## src/rtl/pc_gen_pkg.sv

```systemverilog
// Shared constants for the fetch-stage PC generator: reset polarity, default bus width, FSM encodings.
// Pure declarations, no timing and no backpressure of its own.
// Consumers: pc_gen_if, pc_gen, pc_redirect_latch.
package pc_gen_pkg;

    localparam logic RstEnable        = 1'b1;
    localparam int   InstBusAddrWidth = 32;
    localparam int   InstBytesDefault = 4;

    localparam logic [0:0] PCG_IDLE = 1'b0;
    localparam logic [0:0] PCG_RUN  = 1'b1;

    function automatic int inst_bytes_log2(input int bytes);
        return $clog2(bytes);
    endfunction

    localparam int InstBytesLog2 = inst_bytes_log2(InstBytesDefault);

endpackage

```

## src/rtl/pc_gen_if.sv

```systemverilog
// Fetch-address bus between the pipeline control and the PC generator.
// master = PC generator (drives pc/enable), slave = pipeline/memory side.
// Flow control is stall_ctrl[0] plus fetch_ready; no internal storage.
interface pc_gen_if
    import pc_gen_pkg::*;
#(
    parameter int ADDR_W  = InstBusAddrWidth,
    parameter int STALL_W = 6
);
    logic [STALL_W-1:0] stall_ctrl;
    logic               fetch_ready;
    logic               branch_flag;
    logic [ADDR_W-1:0]  branch_target_addr;
    logic               flush;
    logic [ADDR_W-1:0]  pc_new;
    logic [ADDR_W-1:0]  pc;
    logic               inst_mem_en;
    logic               redirect_pending;
    logic               misalign_fault;

    modport master (
        input  stall_ctrl, fetch_ready, branch_flag, branch_target_addr, flush, pc_new,
        output pc, inst_mem_en, redirect_pending, misalign_fault
    );

    modport slave (
        output stall_ctrl, fetch_ready, branch_flag, branch_target_addr, flush, pc_new,
        input  pc, inst_mem_en, redirect_pending, misalign_fault
    );
endinterface

```

## src/rtl/pc_redirect_latch.sv

```systemverilog
// Holds one branch target that resolved while fetch could not advance.
// Latency: load/clear visible the cycle after; clear wins over load.
// No backpressure: the caller only loads when nothing is already pending.
module pc_redirect_latch
    import pc_gen_pkg::*;
#(
    parameter int ADDR_W = InstBusAddrWidth
) (
    input  logic              clk,
    input  logic              rst,
    input  logic              load,
    input  logic [ADDR_W-1:0] load_addr,
    input  logic              clear,
    output logic              pend_valid,
    output logic [ADDR_W-1:0] pend_addr
);

    always_ff @(posedge clk) begin
        if (rst == RstEnable) begin
            pend_valid <= 1'b0;
            pend_addr  <= '0;
        end else if (clear) begin
            pend_valid <= 1'b0;
        end else if (load) begin
            pend_valid <= 1'b1;
            pend_addr  <= load_addr;
        end
    end

endmodule

```

## src/rtl/pc_gen.sv

```systemverilog
// Fetch PC generator: flush > pending branch > branch > sequential; PC_GEN_MISALIGN_CHK_EN enables target checks.
// Latency: redirects reach pc one cycle after the flag; first fetch one cycle after reset release.
// Backpressure: pc holds while stall_ctrl[0] or !fetch_ready; a branch in that window is latched and replayed.
module pc_gen
    import pc_gen_pkg::*;
#(
    parameter int                ADDR_W       = InstBusAddrWidth,
    parameter int                INST_BYTES   = InstBytesDefault,
    parameter logic [ADDR_W-1:0] RESET_VECTOR = '0,
    parameter int                STALL_W      = 6
) (
    input  logic     clk,
    input  logic     rst,
    pc_gen_if.master bus
);

    localparam logic [ADDR_W-1:0] STEP       = ADDR_W'(INST_BYTES);
    localparam logic [ADDR_W-1:0] ALIGN_MASK = ~ADDR_W'(INST_BYTES - 1);

    logic [0:0]        state_q;
    logic [ADDR_W-1:0] pc_q;
    logic [ADDR_W-1:0] pc_nxt;
    logic              adv;
    logic              pend_valid;
    logic [ADDR_W-1:0] pend_addr;
    logic              pend_load;
    logic              pend_clear;
    logic [ADDR_W-1:0] br_tgt;
    logic [ADDR_W-1:0] fl_tgt;
    logic              stall_unused;

    assign stall_unused = ^bus.stall_ctrl[STALL_W-1:1];
    assign adv          = !bus.stall_ctrl[0] && bus.fetch_ready;
    assign br_tgt       = bus.branch_target_addr & ALIGN_MASK;
    assign fl_tgt       = bus.pc_new & ALIGN_MASK;

`ifdef PC_GEN_MISALIGN_CHK_EN
    logic fault_nxt;
    logic fault_q;
    logic br_mis;
    logic fl_mis;

    assign br_mis = |(bus.branch_target_addr & ~ALIGN_MASK);
    assign fl_mis = |(bus.pc_new & ~ALIGN_MASK);
`endif

    always_comb begin
        pc_nxt     = pc_q;
        pend_load  = 1'b0;
        pend_clear = 1'b0;
`ifdef PC_GEN_MISALIGN_CHK_EN
        fault_nxt  = 1'b0;
`endif
        if (state_q == PCG_RUN) begin
            if (bus.flush) begin
                // Flush always kills a waiting branch, even if its own target is rejected.
                pend_clear = 1'b1;
`ifdef PC_GEN_MISALIGN_CHK_EN
                if (fl_mis) fault_nxt = 1'b1;
                else        pc_nxt    = fl_tgt;
`else
                pc_nxt = fl_tgt;
`endif
            end else if (pend_valid) begin
                if (adv) begin
                    pc_nxt     = pend_addr;
                    pend_clear = 1'b1;
                end
            end else if (bus.branch_flag) begin
`ifdef PC_GEN_MISALIGN_CHK_EN
                if (br_mis)   fault_nxt = 1'b1;
                else if (adv) pc_nxt    = br_tgt;
                else          pend_load = 1'b1;
`else
                if (adv) pc_nxt    = br_tgt;
                else     pend_load = 1'b1;
`endif
            end else if (adv) begin
                pc_nxt = pc_q + STEP;
            end
        end
    end

    always_ff @(posedge clk) begin
        if (rst == RstEnable) begin
            state_q <= PCG_IDLE;
            pc_q    <= RESET_VECTOR;
        end else begin
            state_q <= PCG_RUN;
            pc_q    <= pc_nxt;
        end
    end

`ifdef PC_GEN_MISALIGN_CHK_EN
    always_ff @(posedge clk) begin
        if (rst == RstEnable) fault_q <= 1'b0;
        else                  fault_q <= fault_nxt;
    end
    assign bus.misalign_fault = fault_q;
`else
    assign bus.misalign_fault = 1'b0;
`endif

    pc_redirect_latch #(.ADDR_W(ADDR_W)) u_latch (
        .clk        (clk),
        .rst        (rst),
        .load       (pend_load),
        .load_addr  (br_tgt),
        .clear      (pend_clear),
        .pend_valid (pend_valid),
        .pend_addr  (pend_addr)
    );

    assign bus.pc               = pc_q;
    assign bus.inst_mem_en      = (state_q == PCG_RUN);
    assign bus.redirect_pending = pend_valid;

endmodule

```

## src/flat_wrapper.sv

```systemverilog
// flat-port wrapper written by rule: the top's interface ports become plain ports
module pc_gen_flat import pc_gen_pkg::*;
#(
    parameter int                ADDR_W       = InstBusAddrWidth,
    parameter int                INST_BYTES   = InstBytesDefault,
    parameter logic [ADDR_W-1:0] RESET_VECTOR = '0,
    parameter int                STALL_W      = 6
)
  (clk, rst, bus_stall_ctrl, bus_fetch_ready, bus_branch_flag, bus_branch_target_addr, bus_flush, bus_pc_new, bus_pc, bus_inst_mem_en, bus_redirect_pending, bus_misalign_fault);
  pc_gen_if #(.ADDR_W(ADDR_W), .STALL_W(STALL_W)) bus_i ();
  input  logic clk;
  input  logic rst;
  input wire logic [$bits(bus_i.stall_ctrl)-1:0] bus_stall_ctrl;
  input wire logic [$bits(bus_i.fetch_ready)-1:0] bus_fetch_ready;
  input wire logic [$bits(bus_i.branch_flag)-1:0] bus_branch_flag;
  input wire logic [$bits(bus_i.branch_target_addr)-1:0] bus_branch_target_addr;
  input wire logic [$bits(bus_i.flush)-1:0] bus_flush;
  input wire logic [$bits(bus_i.pc_new)-1:0] bus_pc_new;
  output wire logic [$bits(bus_i.pc)-1:0] bus_pc;
  output wire logic [$bits(bus_i.inst_mem_en)-1:0] bus_inst_mem_en;
  output wire logic [$bits(bus_i.redirect_pending)-1:0] bus_redirect_pending;
  output wire logic [$bits(bus_i.misalign_fault)-1:0] bus_misalign_fault;
  assign bus_i.stall_ctrl = bus_stall_ctrl;
  assign bus_i.fetch_ready = bus_fetch_ready;
  assign bus_i.branch_flag = bus_branch_flag;
  assign bus_i.branch_target_addr = bus_branch_target_addr;
  assign bus_i.flush = bus_flush;
  assign bus_i.pc_new = bus_pc_new;
  assign bus_pc = bus_i.pc;
  assign bus_inst_mem_en = bus_i.inst_mem_en;
  assign bus_redirect_pending = bus_i.redirect_pending;
  assign bus_misalign_fault = bus_i.misalign_fault;
  pc_gen #(.ADDR_W(ADDR_W), .INST_BYTES(INST_BYTES), .RESET_VECTOR(RESET_VECTOR), .STALL_W(STALL_W)) u_core (.clk(clk), .rst(rst), .bus(bus_i));
endmodule
```

## config.mk

```make
export PLATFORM = sky130hd
export DESIGN_NAME = pc_gen_flat
export DESIGN_NICKNAME = d
export VERILOG_FILES = /design/src/rtl/pc_gen_pkg.sv /design/src/rtl/pc_gen_if.sv /design/src/rtl/pc_redirect_latch.sv /design/src/rtl/pc_gen.sv /design/src/flat_wrapper.sv
export SDC_FILE = /design/constraint.sdc
export NUM_CORES = 1
export LEC_CHECK = 0
export CAP_MARGIN = 10
export CORE_UTILIZATION = 43
export DETAILED_ROUTE_END_ITERATION = 12
export PLACE_DENSITY_LB_ADDON = 0.3
export SETUP_SLACK_MARGIN = 0.15
export SYNTH_ARGS = -nofsm -noshare
export SYNTH_HDL_FRONTEND = slang
export SYNTH_SLANG_ARGS = --single-unit
```

## constraint.sdc

```tcl
create_clock -name clk -period 1.7 [get_ports clk]
set_input_delay 0.34 -clock clk [delete_from_list [all_inputs] [get_ports clk]]
set_output_delay 0.34 -clock clk [all_outputs]
set_load 0.05 [all_outputs]
```

==> results of run 1 <==
==> layer usage <==
layer | global-route usage, % | up-vias | wire [um]
met2 | 48.9 | 296 | 6960
li1 | - | 2256 | -
met3 | 7.42 | 54 | 1470
met1 | 41.5 | 2286 | 6000
met5 | 0 | - | 0
met4 | 11.3 | 0 | 376
==> cells by family after synthesis <==
kind of cell | synth area share [%]
simple gates | 26.7
compound gates | 30.5
flops | 32.8
buf+inv | 6.25
xor+xnor | 1.62
mux | 1.62
fa+ha+maj | 0.331
other cells | 0.0992
==> final cells by class <==
type	instances	area (um^2)	share of cell area [%]
inverter	16	60.1	0.981
clock buffer	12	178	2.90
tap	105	131	2.15
multi-input combinational	403	2550	41.6
clock inverter	4	25.0	0.409
timing repair buffer	202	1840	30.1
sequential	62	1340	21.9
==> per-stage QoR <==
step | cell area [um^2] | std cells
after floorplan | 3950 | 524
after global placement | 5400 | 758
after detailed placement | 5400 | 758
after CTS | 5870 | 791
after global routing | 6120 | 804
final | 6120 | 804
==> repair_timing <==
action | CTS | global route
setup buffers | 15 | 10
endpoints found under the setup margin | 59 | 55
pin swaps | 18 | 14
gates resized for setup | 32 | 31
hold buffers | 0 | 0
gates cloned | 2 | 3
==> worst min-delay path: cells and delay by family (launching register included) <==
| family | cells | cell delay, ps |
|---|---|---|
| DFF | 1 | 310 |
| and+or+nand+nor | 1 | 50 |
| AOI/OAI and AO/OA | 1 | 50 |
==> power by group through the flow <==
stage	registers, mW	logic (mW)	clock network, mW
after floorplan	1.81	0.395	0
after global placement	1.63	1.06	0
after detailed placement	1.64	1.08	0
after CTS	1.60	1.15	1.33
after global routing	1.61	1.30	1.40
final	1.60	1.23	1.33
==> cell usage after synthesis (2+ instances only) <==
cell,instances,area share [%]
xor2_1,2,0.46
a2111oi_0,3,0.70
a21oi_1,72,9.5
nand4_1,7,1.2
nor4_4,2,1.1
buf_1,6,0.60
buf_2,3,0.40
o31a_1,2,0.46
o31ai_1,2,0.40
o211ai_1,9,1.8
nor2_1,23,2.3
o21a_1,4,0.79
xnor2_1,5,1.2
or2_2,2,0.33
a21o_1,3,0.60
a211oi_1,5,0.99
o2bb2ai_1,4,0.93
a32o_1,4,1.1
clkbuf_1,31,3.1
o221a_2,3,0.89
and3_1,11,1.8
nand2b_1,6,0.99
nor4_1,5,0.83
buf_4,3,0.60
and2_1,4,0.66
o22ai_1,3,0.50
a221oi_1,14,3.2
nor2b_1,6,0.99
dfxtp_1,62,33
nand2_1,103,10
a31o_1,2,0.46
and4_1,4,0.93
a31o_2,3,0.70
or3_1,2,0.33
nand3_1,16,2.1
nand3b_1,2,0.40
inv_1,15,1.5
mux2i_1,5,1.3
o221ai_1,2,0.46
o21ai_0,32,4.2
a31oi_1,3,0.50
nor3_1,8,1.1
==> final timing paths <==
path         slack [ps]                          from                            to  cells past startpoint
max reg2reg         -30              u_core.bus.pc[2]             u_core.bus.pc[26]                      6
min                 460  u_core.u_latch.pend_addr[24]  u_core.u_latch.pend_addr[24]                      2
max                 -30              u_core.bus.pc[2]             u_core.bus.pc[26]                      6
min reg2reg         460  u_core.u_latch.pend_addr[24]  u_core.u_latch.pend_addr[24]                      2
==> sequential cells by signal, indices dropped and copies added, names as in the netlist <==
register                   count
u_core.u_latch.pend_valid      1
u_core.bus.pc                 30
u_core.bus.inst_mem_en         1
u_core.u_latch.pend_addr      30
==> metrics.cfg, run 1 <==
[outcome]
outcome = finished with violations
violations = setup timing

[grt]
grt.overflow.total = 0
grt_usage_pct = 31.2
grt_pass1_wl_mm = 21.7
antenna_found_initial = 0
grt_pass1_vias = 4381
grt_max_degree = 42

[synthesis]
synth-edff-count = 0
synthArstFlopShare_pct = 0
synth_area_per_cell_um2 = 7.24
seq_area_frac_synth_pct = 32.8
synth.distinct_cells = 61
synth_ff_type = dfxtp_1
syn_area_mm2 = 0.00378
postSynthCellCount = 522
ys_ff_latch = 62
ys.warnings.count = 0

[finish]
drive_gt1_share_pct = 33.0
mostFrequentLayoutCells = 115 x buf_4, 98 x nand2_1, 70 x a21oi_1
final_common_cell = buf_4
antennaDiodeCount = 0
fin_util_pct = 73.0
final_nets = 770
fillers = 603
area_growth_syn_to_layout_pct = 61.8

[timing]
slew_viol_final = 0
clock_skew_ps = 5.61
final.setup.tns_ps = -47.3
hold_violations = 0
finalCritPeriodShare_pct = 102
setup_viol = 3
fmax_mhz = 578
rsz0062_at_grt = true
layout_min_cycle_time_ps = 1730
fin_ws_ps = -28.8
whs_ps = 455

[cts]
clkSinkCount = 62
root_buffer = clkbuf_8
insertion_delay_ps = 350
ctsHtreeMaxLevel = 3
clk_pin_slew_worst_paths_ps = 70
cts_tree = done
cts_buffers = 9
cts_buffer_depth = 2

[route]
drcViolationCount = 0
firstDrtPassIters = 6
drtAntennaViolNets = 0
wl_mm = 14.8
vias_per_cell = 6.08
wl_per_cell_um = 18.4
drtIter0Drc = 406
routed-via-count = 4892

[setup_path]
setup.worst_path.start_class = register
crit_family = simple AND/OR/NAND/NOR gates
cp_max_fo = 5
crit_path_end_kind = register
cp_data_required_time_ps = 1950
cpMostUsedCell = and4_4
cp_slowest_cell = dfxtp_4
worst-path-buf-inv = 0
arrival_ps = 1980
critPathKind = register to register
crit_chain = ha_4 -> and4_4 -> and4_4 -> and3_4 -> a21oi_1 -> o221a_2
crit_path_max_incr_delay_ps = 380

[placed_design]
place_ws_ps = -428
io_buffers = 97
gp_congestion = 0.909
place_hpwl_mm = 9.51

[power]
power.leakage_nw = 2.43
p_clk_share_pct = 31.9
p_sw_share_pct = 33.3
seq_power_share_pct = 38.5
p_per_area_mw_per_mm2 = 680
p_int_mw = 2.78
p_total_mw = 4.16
vdd_ir_drop_max_v = 0.000448
combinationalPowerShare_pct = 29.6
p_sw_mw = 1.38

[floorplanning]
core_mm2 = 0.00838
rows = 33
ios = 110
die_area_mm2 = 0.00917
initial_utilization_pct = 45.1
die_width_um = 95.8
die_h_um = 95.8

[run]
maxCapViolCount = 0

[hold_path]
hp-class = register to register

(Power assumes the default switching activity.)
==> run 2, diff against run 1 <==
- PLACE_DENSITY_LB_ADDON: 0.3 -> 0.1
==> run 2 against run 1 <==
The flow still finishes with violations (setup timing). Clock skew grew 1.4 ps. Combinational power grew 8%. Global-route usage grew 1.5 points. Largest cell class unchanged. Largest power group unchanged.
==> metrics.cfg, run 2 (synthesis gave the netlist of run 1 again) <==
[floorplanning]
rows = 33  ; unchanged
initial_utilization_pct = 45.1  ; unchanged
core_mm2 = 0.00838  ; unchanged
ios = 110  ; unchanged
die_h_um = 95.8  ; unchanged
die_area_mm2 = 0.00917  ; unchanged
die_width_um = 95.8  ; unchanged

[finish]
drive_gt1_share_pct = 41.7  ; +8.7 points
final_nets = 785  ; +1.9%
regArea_mm2 = 0.00134  ; unchanged
mostFrequentLayoutCells = 124 x buf_4, 76 x nand2_1, 60 x clkdlybuf4s50_1
final_common_cell = buf_4
multiInputGateArea_mm2 = 0.00277  ; +8.8%
area_growth_syn_to_layout_pct = 73.3
fin_util_pct = 78.2  ; +5.2 points
fillers = 561  ; -7.0%
antennaDiodeCount = 0  ; unchanged

[setup_path]
setup.worst_path.start_class = register
cp_max_fo = 5  ; unchanged
cpMostUsedCell = and4_4
cp_slowest_cell = dfxtp_4
crit_path_end_kind = register
crit_chain = ha_4 -> and4_4 -> and4_4 -> and3_4 -> a21oi_1 -> o221a_2
critPathKind = register to register
crit_path_max_incr_delay_ps = 390  ; about the same
arrival_ps = 1970  ; about the same
cp_data_required_time_ps = 1940  ; about the same
rr_worst_depth = 6  ; unchanged

[placed_design]
io_buffers = 97  ; unchanged
place_hpwl_mm = 10.1  ; +5.9%
place_ws_ps = -426  ; +1.46 ps
gp_congestion = 0.909  ; about the same

[cts]
insertion_delay_ps = 350  ; about the same
cts_buffer_depth = 2  ; unchanged
cts_tree = done
cts_buffers = 9  ; unchanged
clkSinkCount = 62  ; unchanged
clk_pin_slew_worst_paths_ps = 80  ; about the same
ctsHtreeMaxLevel = 3  ; unchanged
root_buffer = clkbuf_8
cts_hold_buffers = 0  ; unchanged

[timing]
fmax_mhz = 578  ; -0.16%
whs_ps = 393  ; -61.7 ps
layout_min_cycle_time_ps = 1730  ; +2.74 ps
final.setup.tns_ps = -141  ; -93.6 ps
rsz0062_at_grt = true
slew_viol_final = 0  ; unchanged
fin_ws_ps = -31.5  ; -2.74 ps
setup_viol = 7  ; +4
clock_skew_ps = 6.98  ; +1.37 ps
hold_violations = 0  ; unchanged
finalCritPeriodShare_pct = 102  ; +0.16 points

[run]
maxCapViolCount = 0  ; unchanged

[route]
vias_per_cell = 6.11  ; +0.36%
drcViolationCount = 0  ; unchanged
drtAntennaViolNets = 0  ; unchanged
firstDrtPassIters = 5  ; -1
wl_per_cell_um = 19.5  ; +6.1%
drtIter0Drc = 320  ; -21%
wl_mm = 16.0  ; +8.1%
routed-via-count = 5001  ; +2.2%

[grt]
grt.overflow.total = 0  ; unchanged
grt_max_degree = 31  ; -26%
grt_pass1_wl_mm = 22.5  ; +3.9%
antenna_found_initial = 0  ; unchanged
grt_pass1_vias = 4431  ; +1.1%
grt_usage_pct = 32.7  ; +1.5 points

[outcome]
violations = setup timing
outcome = finished with violations

[power]
vdd_ir_drop_max_v = 0.000407  ; -9.1%
p_per_area_mw_per_mm2 = 686  ; +0.94%
power.leakage_nw = 2.59  ; +6.5%

[hold_path]
hp-class = primary input to register
worstHoldPathCells = 3  ; +1

==> run 2: cell types whose count changed in the layout (fill, tap and decap cells not counted), sizes merged <==
cell           delta
buf              +17
bufbuf            +1
bufinv            +2
clkbuf            -3
clkdlybuf4s15     +2
clkdlybuf4s50     -1
clkinv            -2
clkinvlp          +1
dlygate4sd2       -2
==> run 2: area by class of cell <==
cell class                      instances  share of cell area, %
Tap cell                              105                   2.00
Timing Repair Buffer                  217                   30.9
Clock inverter                          5                   1.20
Clock buffer                           11                   2.33
Sequential cell                        62                   20.4
Multi-Input combinational cell        403                   42.3
Inverter                               16                  0.916
==> run 2: critical path: cells and delay by family, from the launching register on <==
kind | cells | cell delay (ps)
compound gates | 2 | 350
fa+ha+maj | 1 | 140
flops | 1 | 390
simple gates | 3 | 730
==> run 2: per-stage QoR <==
| stage | area (um^2) | power (mW) | cells |
|---|---|---|---|
| 6_report | 6550 | 4.50 | 819 |
| 5_1_grt | 6550 | 4.63 | 819 |
| 4_1_cts | 6030 | 4.35 | 802 |
| 3_5_place_dp | 5460 | 2.73 | 767 |
| 3_3_place_gp | 5460 | 2.71 | 767 |
| 2_1_floorplan | 3950 | 2.21 | 524 |
==> run 2: what timing repair did <==
item	CTS	global route
pin swaps	18	31
gates resized for setup	55	94
cloned	4	2
setup endpoints to repair	59	52
hold endpoints to repair	0	0
buffers inserted	15	15
==> run 2: metal layers <==
metal	track usage [%]	up-vias	part of all wire (%)
met5	0	-	0
met4	12.7	0	2.3
met3	5.69	42	9.4
met2	52.4	307	47
met1	43.7	2371	41
li1	-	2281	-
==> run 2: power by group <==
group | switching (mW) | internal, mW
clock network | 0.657 | 0.914
registers | 0.0808 | 1.52
logic | 0.727 | 0.600
==> run 2: worst paths after layout <==
path,from,end,slack [ps]
max,u_core.bus.pc[3],u_core.bus.pc[26],-30
min,rst,u_core.bus.inst_mem_en,390
min reg2reg,u_core.u_latch.pend_addr[7],u_core.u_latch.pend_addr[7],460
max reg2reg,u_core.bus.pc[3],u_core.bus.pc[26],-30
==> run 3, diff against run 2 <==
- CORE_ASPECT_RATIO: not set -> 1.2
==> run 3 against run 2 <==
The run still ends with setup timing left. Die area hardly changed. Count of clock-buffer cells in the layout is 1 higher. Critical path depth stayed put. Via count hardly changed. Register-to-register slack hardly changed. Fmax is 0.81% lower. Cell area is 2.3% higher. Hold slack worse by 35 ps. Routed wire length is 0.61% lower. Sequential share of layout area is 0.45 points lower. Largest cell class unchanged. Largest power group unchanged.
==> metrics.cfg, run 3 (synthesis gave the netlist of run 1 again) <==
[floorplanning]
die_h_um = 105  ; +9.3%
die_area_mm2 = 0.00917  ; about the same
initial_utilization_pct = 44.1  ; -0.96 points
ios = 110  ; unchanged
die_width_um = 87.6  ; -8.5%
core_mm2 = 0.00856  ; +2.2%
rows = 37  ; +12%

[route]
drtIter0Drc = 376  ; +18%
drcViolationCount = 0  ; unchanged
routed-via-count = 4997  ; -0.080%
firstDrtPassIters = 5  ; unchanged
drtAntennaViolNets = 0  ; unchanged
wl_per_cell_um = 19.2  ; -1.8%
vias_per_cell = 6.03  ; -1.3%
wl_mm = 15.9  ; -0.61%

[setup_path]
arrival_ps = 1990  ; +20 ps
setup.worst_path.start_class = register
crit_path_end_kind = register
critPathKind = register to register
cp_data_required_time_ps = 1950  ; about the same
cp_max_fo = 5  ; unchanged

[finish]
fillers = 600  ; +7.0%
final_common_cell = buf_4
final_nets = 783  ; -0.25%
regArea_mm2 = 0.00134  ; unchanged
multiInputGateArea_mm2 = 0.00294  ; +6.2%
antennaDiodeCount = 0  ; unchanged
final_area_mm2 = 0.00670  ; +2.3%
drive_gt1_share_pct = 44.4  ; +2.6 points
area_growth_syn_to_layout_pct = 77.2
mostFrequentLayoutCells = 123 x buf_4, 71 x nand2_1, 61 x clkdlybuf4s50_1

[placed_design]
place_area_mm2 = 0.00553  ; +1.4%
io_buffers = 97  ; unchanged
place_hpwl_mm = 9.96  ; -1.1%
place_ws_ps = -436  ; -9.30 ps
gp_congestion = 0.914  ; +0.52%

[grt]
grt_usage_pct = 31.6  ; -1.1 points
grt_pass1_wl_mm = 22.3  ; -1.2%
antenna_found_initial = 0  ; unchanged
grt_max_degree = 46  ; +48%
grt.overflow.total = 0  ; unchanged
grt_pass1_vias = 4396  ; -0.79%

[power]
p_sw_mw = 1.44  ; -1.3%
p_total_mw = 4.23  ; -6.0%
power.leakage_nw = 2.60  ; +0.57%
vdd_ir_drop_max_v = 0.000546  ; +34%
combinationalPowerShare_pct = 31.9  ; +2.4 points
seq_power_share_pct = 37.9  ; +2.3 points
p_int_mw = 2.78  ; -8.3%
p_sw_share_pct = 34.2  ; +1.6 points
p_clk_share_pct = 30.1  ; -4.8 points
p_per_area_mw_per_mm2 = 631  ; -8.1%

[timing]
layout_min_cycle_time_ps = 1750  ; +14.2 ps
rsz0062_at_grt = true
fin_ws_ps = -45.7  ; -14.2 ps
setup_viol = 3  ; -4
slew_viol_final = 0  ; unchanged
clock_skew_ps = 6.92  ; -0.0573 ps
final.setup.tns_ps = -85.9  ; +55.0 ps
whs_ps = 358  ; -35.4 ps
fmax_mhz = 573  ; -0.81%
hold_violations = 0  ; unchanged
finalCritPeriodShare_pct = 103  ; +0.83 points

[cts]
clk_pin_slew_worst_paths_ps = 70  ; about the same
root_buffer = clkbuf_8
clkSinkCount = 62  ; unchanged
cts_hold_buffers = 0  ; unchanged
cts_buffer_depth = 2  ; unchanged
insertion_delay_ps = 350  ; about the same
cts_buffers = 9  ; unchanged
cts_tree = done
ctsHtreeMaxLevel = 3  ; unchanged

[outcome]
outcome = finished with violations
violations = setup timing

[run]
maxCapViolCount = 0  ; unchanged

[hold_path]
hp-class = primary input to register

run 3: cell count changes in the layout (fill, tap and decap cells not counted), moves of 5 or more:
| cell | delta |
|---|---|
| nand2_4 | +22 |
| nand2_2 | -17 |
| a21oi_1 | -14 |
| a21oi_2 | +14 |
| a221oi_2 | -6 |
| a221oi_1 | +5 |
| nand2_1 | -5 |
run 3: what timing repair did:
action                                  CTS  global route
cloned                                    2             3
buffers inserted                         13            13
resized for setup                        31           133
pin swaps                                18            96
endpoints found under the setup margin   60            59
run 3: worst paths after layout:
kind	depth (start not counted)	startpoint	slack, ps	end
hold reg to reg	2	u_core.u_latch.pend_addr[18]	480	u_core.u_latch.pend_addr[18]
hold / removal	3	rst	360	u_core.bus.pc[14]
setup / recovery	6	u_core.bus.pc[3]	-50	u_core.bus.pc[30]
setup reg to reg	6	u_core.bus.pc[3]	-50	u_core.bus.pc[30]
run 3: through the flow:
stage               utilization [%]  instances
finish                         78.2        829
floorplan                         -        524
CTS                            69.9        813
global placement               64.6        782
global route                   78.2        829
detailed placement             64.6        782
run 3: power groups by stage:
| stage | combinational, mW | clock (mW) | sequential (mW) |
|---|---|---|---|
| after floorplan | 0.395 | 0 | 1.81 |
| after global routing | 1.42 | 1.33 | 1.61 |
| after CTS | 1.19 | 1.28 | 1.59 |
| after detailed placement | 1.13 | 0 | 1.62 |
| final | 1.35 | 1.27 | 1.60 |
| after global placement | 1.11 | 0 | 1.62 |
run 3: layer usage:
metal  wire length (um)  vias up  track usage, %  share of wire [%]
li1                   -     2274               -                  -
met1               6460     2394            41.3                 41
met2               7720      274            49.4                 49
met3               1120       55            5.53                7.0
met4                614        0            15.8                3.9
met5                  0        -               0                  0
run 3: layout make-up:
type | instances | area share, %
Timing Repair Buffer | 215 | 30.3
Inverter | 16 | 0.896
Multi-Input combinational cell | 403 | 43.9
Tap cell | 117 | 2.18
Clock buffer | 12 | 2.48
Sequential cell | 62 | 20.0
Clock inverter | 4 | 0.299
run 3: worst max-delay path: stages, from the launching register on:
cell     delay, ps
dfxtp_4        390
ha_4           140
and4_4         240
and4_4         270
and3_4         240
a41oi_2        100
o221a_2        250
